$ cat config.mk
export PLATFORM = sky130hd
export DESIGN_NAME = cacheline_adaptor
export DESIGN_NICKNAME = d
export VERILOG_FILES = /design/src/rtl/cacheline_adaptor_pkg.sv /design/src/rtl/cacheline_adaptor.sv
export SDC_FILE = /design/constraint.sdc
export NUM_CORES = 1
export LEC_CHECK = 0
export ABC_AREA = 1
export BUFFER_PORTS_ARGS = -buffer_cell sky130_fd_sc_hd__buf_2
export CORE_AREA = 5 5 271 273
export CTS_CLUSTER_SIZE = 14
export DETAILED_ROUTE_END_ITERATION = 10
export DIE_AREA = 0 0 276 278
export SETUP_SLACK_MARGIN = 0.1
export SLEW_MARGIN = 10
export SYNTH_ARGS = -nofsm -noshare
export SYNTH_HDL_FRONTEND = slang
export SYNTH_SLANG_ARGS = --single-unit
$ cat constraint.sdc
create_clock -name clk -period 2.6 [get_ports clk]
set_input_delay 0.52 -clock clk [delete_from_list [all_inputs] [get_ports clk]]
set_output_delay 0.52 -clock clk [all_outputs]
set_load 0.005 [all_outputs]
$ cat src/rtl/cacheline_adaptor_pkg.sv
// Shared types and constants for the cache-line / memory-burst adaptor.
package cacheline_adaptor_types;

  localparam int unsigned S_BEAT    = 64;
  localparam int unsigned NUM_BEATS = 4;

  typedef enum logic [1:0] {
    IDLE,
    READ,
    WRITE,
    DONE
  } state_t;

endpackage

$ cat src/rtl/cacheline_adaptor.sv
// Cacheline adaptor: turns one cache-line read/write request into a
// four-beat memory burst and returns a single-cycle completion pulse.
module cacheline_adaptor
  import cacheline_adaptor_types::*;
#(
  parameter int unsigned s_line    = 256,
  parameter int unsigned s_beat    = S_BEAT,
  parameter int unsigned num_beats = s_line / s_beat
) (
  input  logic              clk,
  input  logic              rst_n,
  input  logic [31:0]       address_i,
  input  logic              read_i,
  input  logic              write_i,
  input  logic [s_line-1:0] line_i,
  output logic [s_line-1:0] line_o,
  output logic              resp_o,
  output logic [31:0]       address_o,
  output logic              read_o,
  output logic              write_o,
  output logic [s_beat-1:0] burst_o,
  input  logic [s_beat-1:0] burst_i,
  input  logic              resp_i
);

  localparam int unsigned CNT_W = $clog2(num_beats);
  localparam int unsigned OFF_W = $clog2(s_line / 8);

  state_t             state;
  state_t             next_state;
  logic [CNT_W-1:0]   cnt;
  logic [s_line-1:0]  wline;
  logic               last_beat;
  logic [OFF_W-1:0]   unused_offset;

  // Byte offset within the line is dropped by the line-aligned address.
  assign unused_offset = address_i[OFF_W-1:0];
  assign last_beat     = resp_i && (cnt == CNT_W'(num_beats - 1));

  // Write beat presented to memory is the latched word selected by the counter.
  assign burst_o = wline[cnt*s_beat +: s_beat];

  // State register.
  always_ff @(posedge clk or negedge rst_n) begin
    if (!rst_n) state <= IDLE;
    else        state <= next_state;
  end

  // Next-state logic; write takes priority over read when both are pending.
  always_comb begin
    next_state = state;
    unique case (state)
      IDLE: begin
        if (write_i)     next_state = WRITE;
        else if (read_i) next_state = READ;
      end
      READ, WRITE: begin
        if (last_beat) next_state = DONE;
      end
      DONE:    next_state = IDLE;
      default: next_state = IDLE;
    endcase
  end

  // Control outputs registered from next_state so they line up with the state.
  always_ff @(posedge clk or negedge rst_n) begin
    if (!rst_n) begin
      read_o  <= 1'b0;
      write_o <= 1'b0;
      resp_o  <= 1'b0;
    end else begin
      read_o  <= (next_state == READ);
      write_o <= (next_state == WRITE);
      resp_o  <= (next_state == DONE);
    end
  end

  // Datapath: request latching, beat counting and read-line assembly.
  always_ff @(posedge clk or negedge rst_n) begin
    if (!rst_n) begin
      cnt       <= '0;
      wline     <= '0;
      address_o <= '0;
      line_o    <= '0;
    end else begin
      unique case (state)
        IDLE: begin
          cnt <= '0;
          if (write_i) begin
            wline     <= line_i;
            address_o <= {address_i[31:OFF_W], {OFF_W{1'b0}}};
          end else if (read_i) begin
            address_o <= {address_i[31:OFF_W], {OFF_W{1'b0}}};
          end
        end
        READ: begin
          if (resp_i) begin
            line_o[cnt*s_beat +: s_beat] <= burst_i;
            cnt                          <= cnt + CNT_W'(1);
          end
        end
        WRITE: begin
          if (resp_i) cnt <= cnt + CNT_W'(1);
        end
        default: ;
      endcase
    end
  end

endmodule

## After elaboration in Yosys (flattened, before gate mapping)

Cells that the tools add are included.

| word-level totals | value |
|---|---|
| register bits | 551 |
| output and inout bits | 355 |
| word-level logic and storage cells | 39 |

| operators by class | value |
|---|---|
| $add $sub $neg | 2 |
| mux-type cells | 9 |
| reductions and logical operators | 9 |
| shift operators | 3 |
| eq/ne operators | 8 |

Operators with widths:

| operator | number |
|---|---|
| 256-bit bitwise mux | 1 |
| 64-bit by 34-bit variable shift with 256-bit output (first input constant) | 1 |
| 256-bit by 9-bit variable part select with 64-bit output | 1 |
| 64-bit by 34-bit variable part select with 256-bit output | 1 |
| 32-bit 2-to-1 mux | 2 |
| 8-bit negation with 34-bit output | 1 |
| 2-bit == test (second input constant) | 5 |
| 2-bit 2-to-1 mux | 4 |
| 2-bit AND reduction | 4 |
| 2-bit case mux with 3 select lines | 1 |
| 2-bit by 1-bit == test with 1-bit output (second input constant) | 2 |
| 2-bit case mux with 2 select lines | 1 |
| 2-bit nonzero test | 2 |
| 2-bit by 1-bit adder with 2-bit output (second input constant) | 1 |
| 2-bit logical NOT | 1 |
| 2-bit by 1-bit inequality test with 1-bit output (second input constant) | 1 |
| 2-bit OR reduction | 1 |
| 1-bit logical AND | 1 |

## Longest topological paths before layout

| logic depth | value |
|---|---|
| depth after elaboration | 5 |
| mapped depth | 13 |

## Worst setup path after synthesis

No wires, ideal clock.

| path | value |
|---|---|
| path kind | register to register |
| start point | reg cnt[0] |
| end point | reg line_o[192] |
| cell stages (with the launch flop) | 13 |
| setup time | 0.065 ns |
| buffers on the path | 5 |
| slack | 0.561 ns |
| period minus slack after synthesis | 2.039 ns |
| arrival | 1.974 ns |
| cell sequence | dfrtp_1 > buf_6 > inv_4 > buf_6 > buf_6 > buf_2 > ha_1 > inv_1 > nand2_1 > nor2_4 > buf_2 > nand2_1 > nand2_1 |

| on the way | value |
|---|---|
| longest elaborated chain between the ends | 3 |
| elaborated cells on any way between the ends | 4 |
| those cells by class | 1 x add/sub; 2 x shift; 1 x mux |

Ends and longest elaborated chain:

| element | RTL line | text |
|---|---|---|
| from (decl) | cacheline_adaptor.sv:31 | `logic [CNT_W-1:0] cnt;` |
| from (signal assigned) | cacheline_adaptor.sv:99 | `cnt <= cnt + CNT_W'(1);` |
| from (signal assigned) | cacheline_adaptor.sv:103 | `if (resp_i) cnt <= cnt + CNT_W'(1);` |
| 8-bit negation with 34-bit output (*) | cacheline_adaptor.sv:98 | `line_o[cnt*s_beat +: s_beat] <= burst_i;` |
| 64-bit by 34-bit variable part select with 256-bit output / 64-bit by 34-bit variable shift with 256-bit output (equally long branches) | cacheline_adaptor.sv:98 |  |
| 256-bit bitwise mux (*) | cacheline_adaptor.sv:98 |  |
| to (signal, indexed assignment) | cacheline_adaptor.sv:98 |  |
| to (decl) | cacheline_adaptor.sv:16 | `output logic [s_line-1:0] line_o,` |

Mark *: on every way between the ends. The rest lies on a longest branch, timed or not.
A chain may end at the register's enable or synchronous reset.

## Worst setup path in the final report

| path | value |
|---|---|
| start point | reg cnt[0] |
| end point | out burst_o[59] |

| on the way | value |
|---|---|
| longest elaborated chain between the ends | 1 |

Ends and longest elaborated chain:

| element | RTL line | text |
|---|---|---|
| 256-bit by 9-bit variable part select with 64-bit output | cacheline_adaptor.sv:41 | `assign burst_o = wline[cnt*s_beat +: s_beat];` |
| to (decl) | cacheline_adaptor.sv:21 | `output logic [s_beat-1:0] burst_o,` |

Every way passes these cells.

==> impl_metrics.csv <==
group,metric,value,unit
outcome,status,"finished, final reports clean",
setup_path,end_kind,"output port",
clock_network,clk_pin_slew,70,ps
route,route.detailed.drc,0,
power,switching_share,38.78,%
clock_network,cts_root_buffer,"clkbuf_16",
sta,period_needed,2584,ps
route,vias,22630,
setup_path,cp_data_arrival_time,2060,ps
floorplanning,std_cell_rows,98,
floorplanning,dieHeight,278,um
power,internal_power,20930,uW
sta,hold_violations,0,
cells_and_area,fin_area,31780,um^2
power,clkPwrFrac,23.9,%
power,power.leakage,0.01782,uW
cells_and_area,fin_nets,4046,
cells_and_area,drive_gt1_share,26.95,%
floorplanning,ios,712,
global_route,grt_usage,22.00,%
sta,finalClockSkew,20.53,ps
sta,slew_headroom,50.79,%
setup_path,crit_family,"buffers and inverters",
power,switchingPower,13260,uW
setup_path,worstReg2RegEnd,"line_o[244]",
setup_path,critPathRequiredTime,2080,ps
placed_design,hpwl,60160,um
setup_path,worstPathMaxFanout,7,
sta,clock.fmax,0.3870,GHz
power,worst_ir_drop_vdd,699.1,uV
sta,post-route-period-util,99.39,%
global_route,grt_max_degree,124,
sta,setup_ws,15.98,ps
sta,rsz0062_at_grt,"true",
floorplanning,dieArea,76730,um^2
setup_path,cp_cell_sequence,"inv_16 -> buf_12 -> buf_8 -> buf_6 -> a21oi_2 -> o21ai_2 -> nand2_1 -> buf_2",
placed_design,place_inst,4529,
clock_network,cts_buffers,58,
route,drt.antenna.violating_nets,0,
floorplanning,die_x,276,um
sta,worst-slew-pin-transition,738.2,ps
power,pwr-share-seq,36.6,%
setup_path,slowest_stage,"dfrtp_4",
cells_and_area,area_growth,32.31,%
route,viasPerCell,4.836,
route,dr.pass1.iters,7,
power,power_per_cell_area,1076,nW/um^2
setup_path,r2r_start,"cnt[0]",
synth,synth_area_per_cell,7.993,um^2
global_route,antenna_found_initial,14,
worst_hold_path,worstHoldStart,"address_i[6]",
synth,synth_cells,3005,
placed_design,placed_cell_area,28690,um^2
clock_network,cts_sinks,546,
synth,yosysWarnings,0,
cells_and_area,fin_cells,4680,
global_route,grt-ovfl-total,0,
route,routed_wirelength,89750,um
setup_path,r2r_setup_slack,260,ps
synth,syn_area,24020,um^2
placed_design,gp_congestion,0.8832,
power,comb_power_share,39.5,%
worst_hold_path,holdCritPathClass,"input pin to flip-flop",
synth,yosysSeqAreaShare,56.88,%
cells_and_area,nFillCells,7213,
floorplanning,start_util,33.89,%
route,routedWlPerCell,19.18,um
worst_hold_path,min_path_cells,3,
placed_design,port_buffers,701,
setup_path,cpPeakStageDelay,570,ps
global_route,first_global_vias,22200,
cells_and_area,multi_input_area,9145,um^2
placed_design,place_ws,464.5,ps
route,drtIter0Drc,1931,
job,cap_violations,0,
cells_and_area,register_area,13670,um^2
setup_path,rr_worst_depth,10,
setup_path,critPathLaunchType,"flip-flop",
clock_network,htreeDepth,2,
clock_network,cts_max_path_buffers,3,
synth,synth_cell_types,24,
clock_network,cts_tree,"yes",
sta,setup_violations,0,
worst_hold_path,min_to,"address_o[6]",
global_route,grt_pass1_wl,134700,um
sta,final_max_slew_viol_count,0,
synth,ys_ff_latch,546,
setup_path,path_buf_inv,5,
floorplanning,core_area,70870,um^2
clock_network,clkLatencyLatePin,610,ps
setup_path,path_class,"flip-flop to output port",
==> cell usage after synthesis <==
library cell     n  area share, %
nand2_1       1262             20
dfrtp_1        546             57
nor2_1         292            4.6
nand3_1        198            4.1
o21ai_0        183            3.8
inv_1          130            2.0
a21oi_1        129            2.7
buf_2           95            2.0
clkbuf_1        57           0.89
o21ai_1         38           0.79
buf_6           20           0.94
buf_1           17           0.27
buf_4           12           0.38
ha_1             7           0.36
clkbuf_2         6           0.13
nor2_4           3           0.14
nand3_2          2          0.083
nor2_2           2          0.052
a21oi_4          1          0.068
clkinv_1         1          0.016
conb_1           1          0.016
inv_2            1          0.016
inv_4            1          0.026
o22ai_1          1          0.026
==> power groups by stage <==
stage | logic [uW] | clock network (uW) | registers (uW)
2_1_floorplan | 7010 | 0 | 12200
3_3_place_gp | 11700 | 0 | 12400
3_5_place_dp | 11900 | 0 | 12500
4_1_cts | 12900 | 8330 | 12400
5_1_grt | 15000 | 8680 | 12800
6_report | 13500 | 8160 | 12500
==> worst max path at each step <==
stage	startpoint	to	slack [ps]	depth (start not counted)
CTS	cnt[0]	burst_o[29]	-40	7
global placement	cnt[1]	line_o[244]	480	8
floorplan	cnt[0]	line_o[192]	560	12
global route	cnt[0]	burst_o[56]	-80	8
detailed placement	cnt[1]	line_o[244]	460	8
finish	cnt[0]	burst_o[59]	20	8
==> kinds of logic after synthesis <==
| logic type | count (synthesis) | synth area share [%] |
|---|---|---|
| other | 1 | 0.01561 |
| AO/OA/AOI/OAI | 352 | 7.387 |
| buffers and inverters | 340 | 6.663 |
| adder cells (fa/ha/maj) | 7 | 0.3646 |
| flip-flops | 546 | 56.88 |
| AND/OR/NAND/NOR | 1759 | 28.69 |
==> sequential cells by signal, summed over array words and instances, names as in the netlist <==
register / flops
write_o: 1
read_o: 1
cnt: 2
resp_o: 1
address_o: 27
wline: 256
line_o: 256
state: 2
==> worst min-delay path: stages <==
cell and delay [ps]:
buf_2 70, nand2_1 40, o21ai_0 50
==> timing repair <==
action	in CTS	in global routing
buffers inserted	15	11
endpoints found under the hold margin	34	0
resized for setup	87	125
pin swaps	26	34
hold buffers	1	0
cloned	10	9
endpoints found under the setup margin	64	64
==> layout make-up <==
type / count / area share, %
diodes: 4 / 0.03150
flip-flops and latches: 546 / 43.02
clock inverters: 17 / 0.4016
clock buffers: 87 / 5.425
inverters: 133 / 1.661
well taps: 950 / 3.740
repair buffers: 817 / 16.79
multi-input cells: 2123 / 28.78
repair inverters: 3 / 0.1575
==> layout by cell type (no fill, tap or decap), types with 14 or more instances in the layout <==
master     count
a21oi_1       99
a21oi_2       27
buf_12        43
buf_2        692
buf_4         43
buf_6         17
clkbuf_1      16
clkbuf_16     67
dfrtp_1      544
inv_1        129
nand2_1     1250
nand3_1      198
nor2_1       271
nor2_2        14
o21ai_0      132
o21ai_1       70
o21ai_2       16
==> per-stage QoR <==
step	utilization, %	total power [uW]	setup TNS (ps)	hold WS (ps)
after detailed placement	40.48	24350	0	453.5
after global routing	44.84	36500	-1804	89.95
after global placement	40.48	24140	0	448.3
after CTS	44.04	33650	-374.7	61.20
final	44.84	34180	0	118.1
after floorplan	-	19260	0	224.4
==> routing by layer <==
layer,vias up,wire length (um),GRT usage [%]
met1,10750,37460,29.40
met4,12,2595,5.609
met3,152,6196,4.513
met2,968,43430,36.97
met5,-,73,0
li1,10750,-,-
Power figures use the tool's default switching activity.
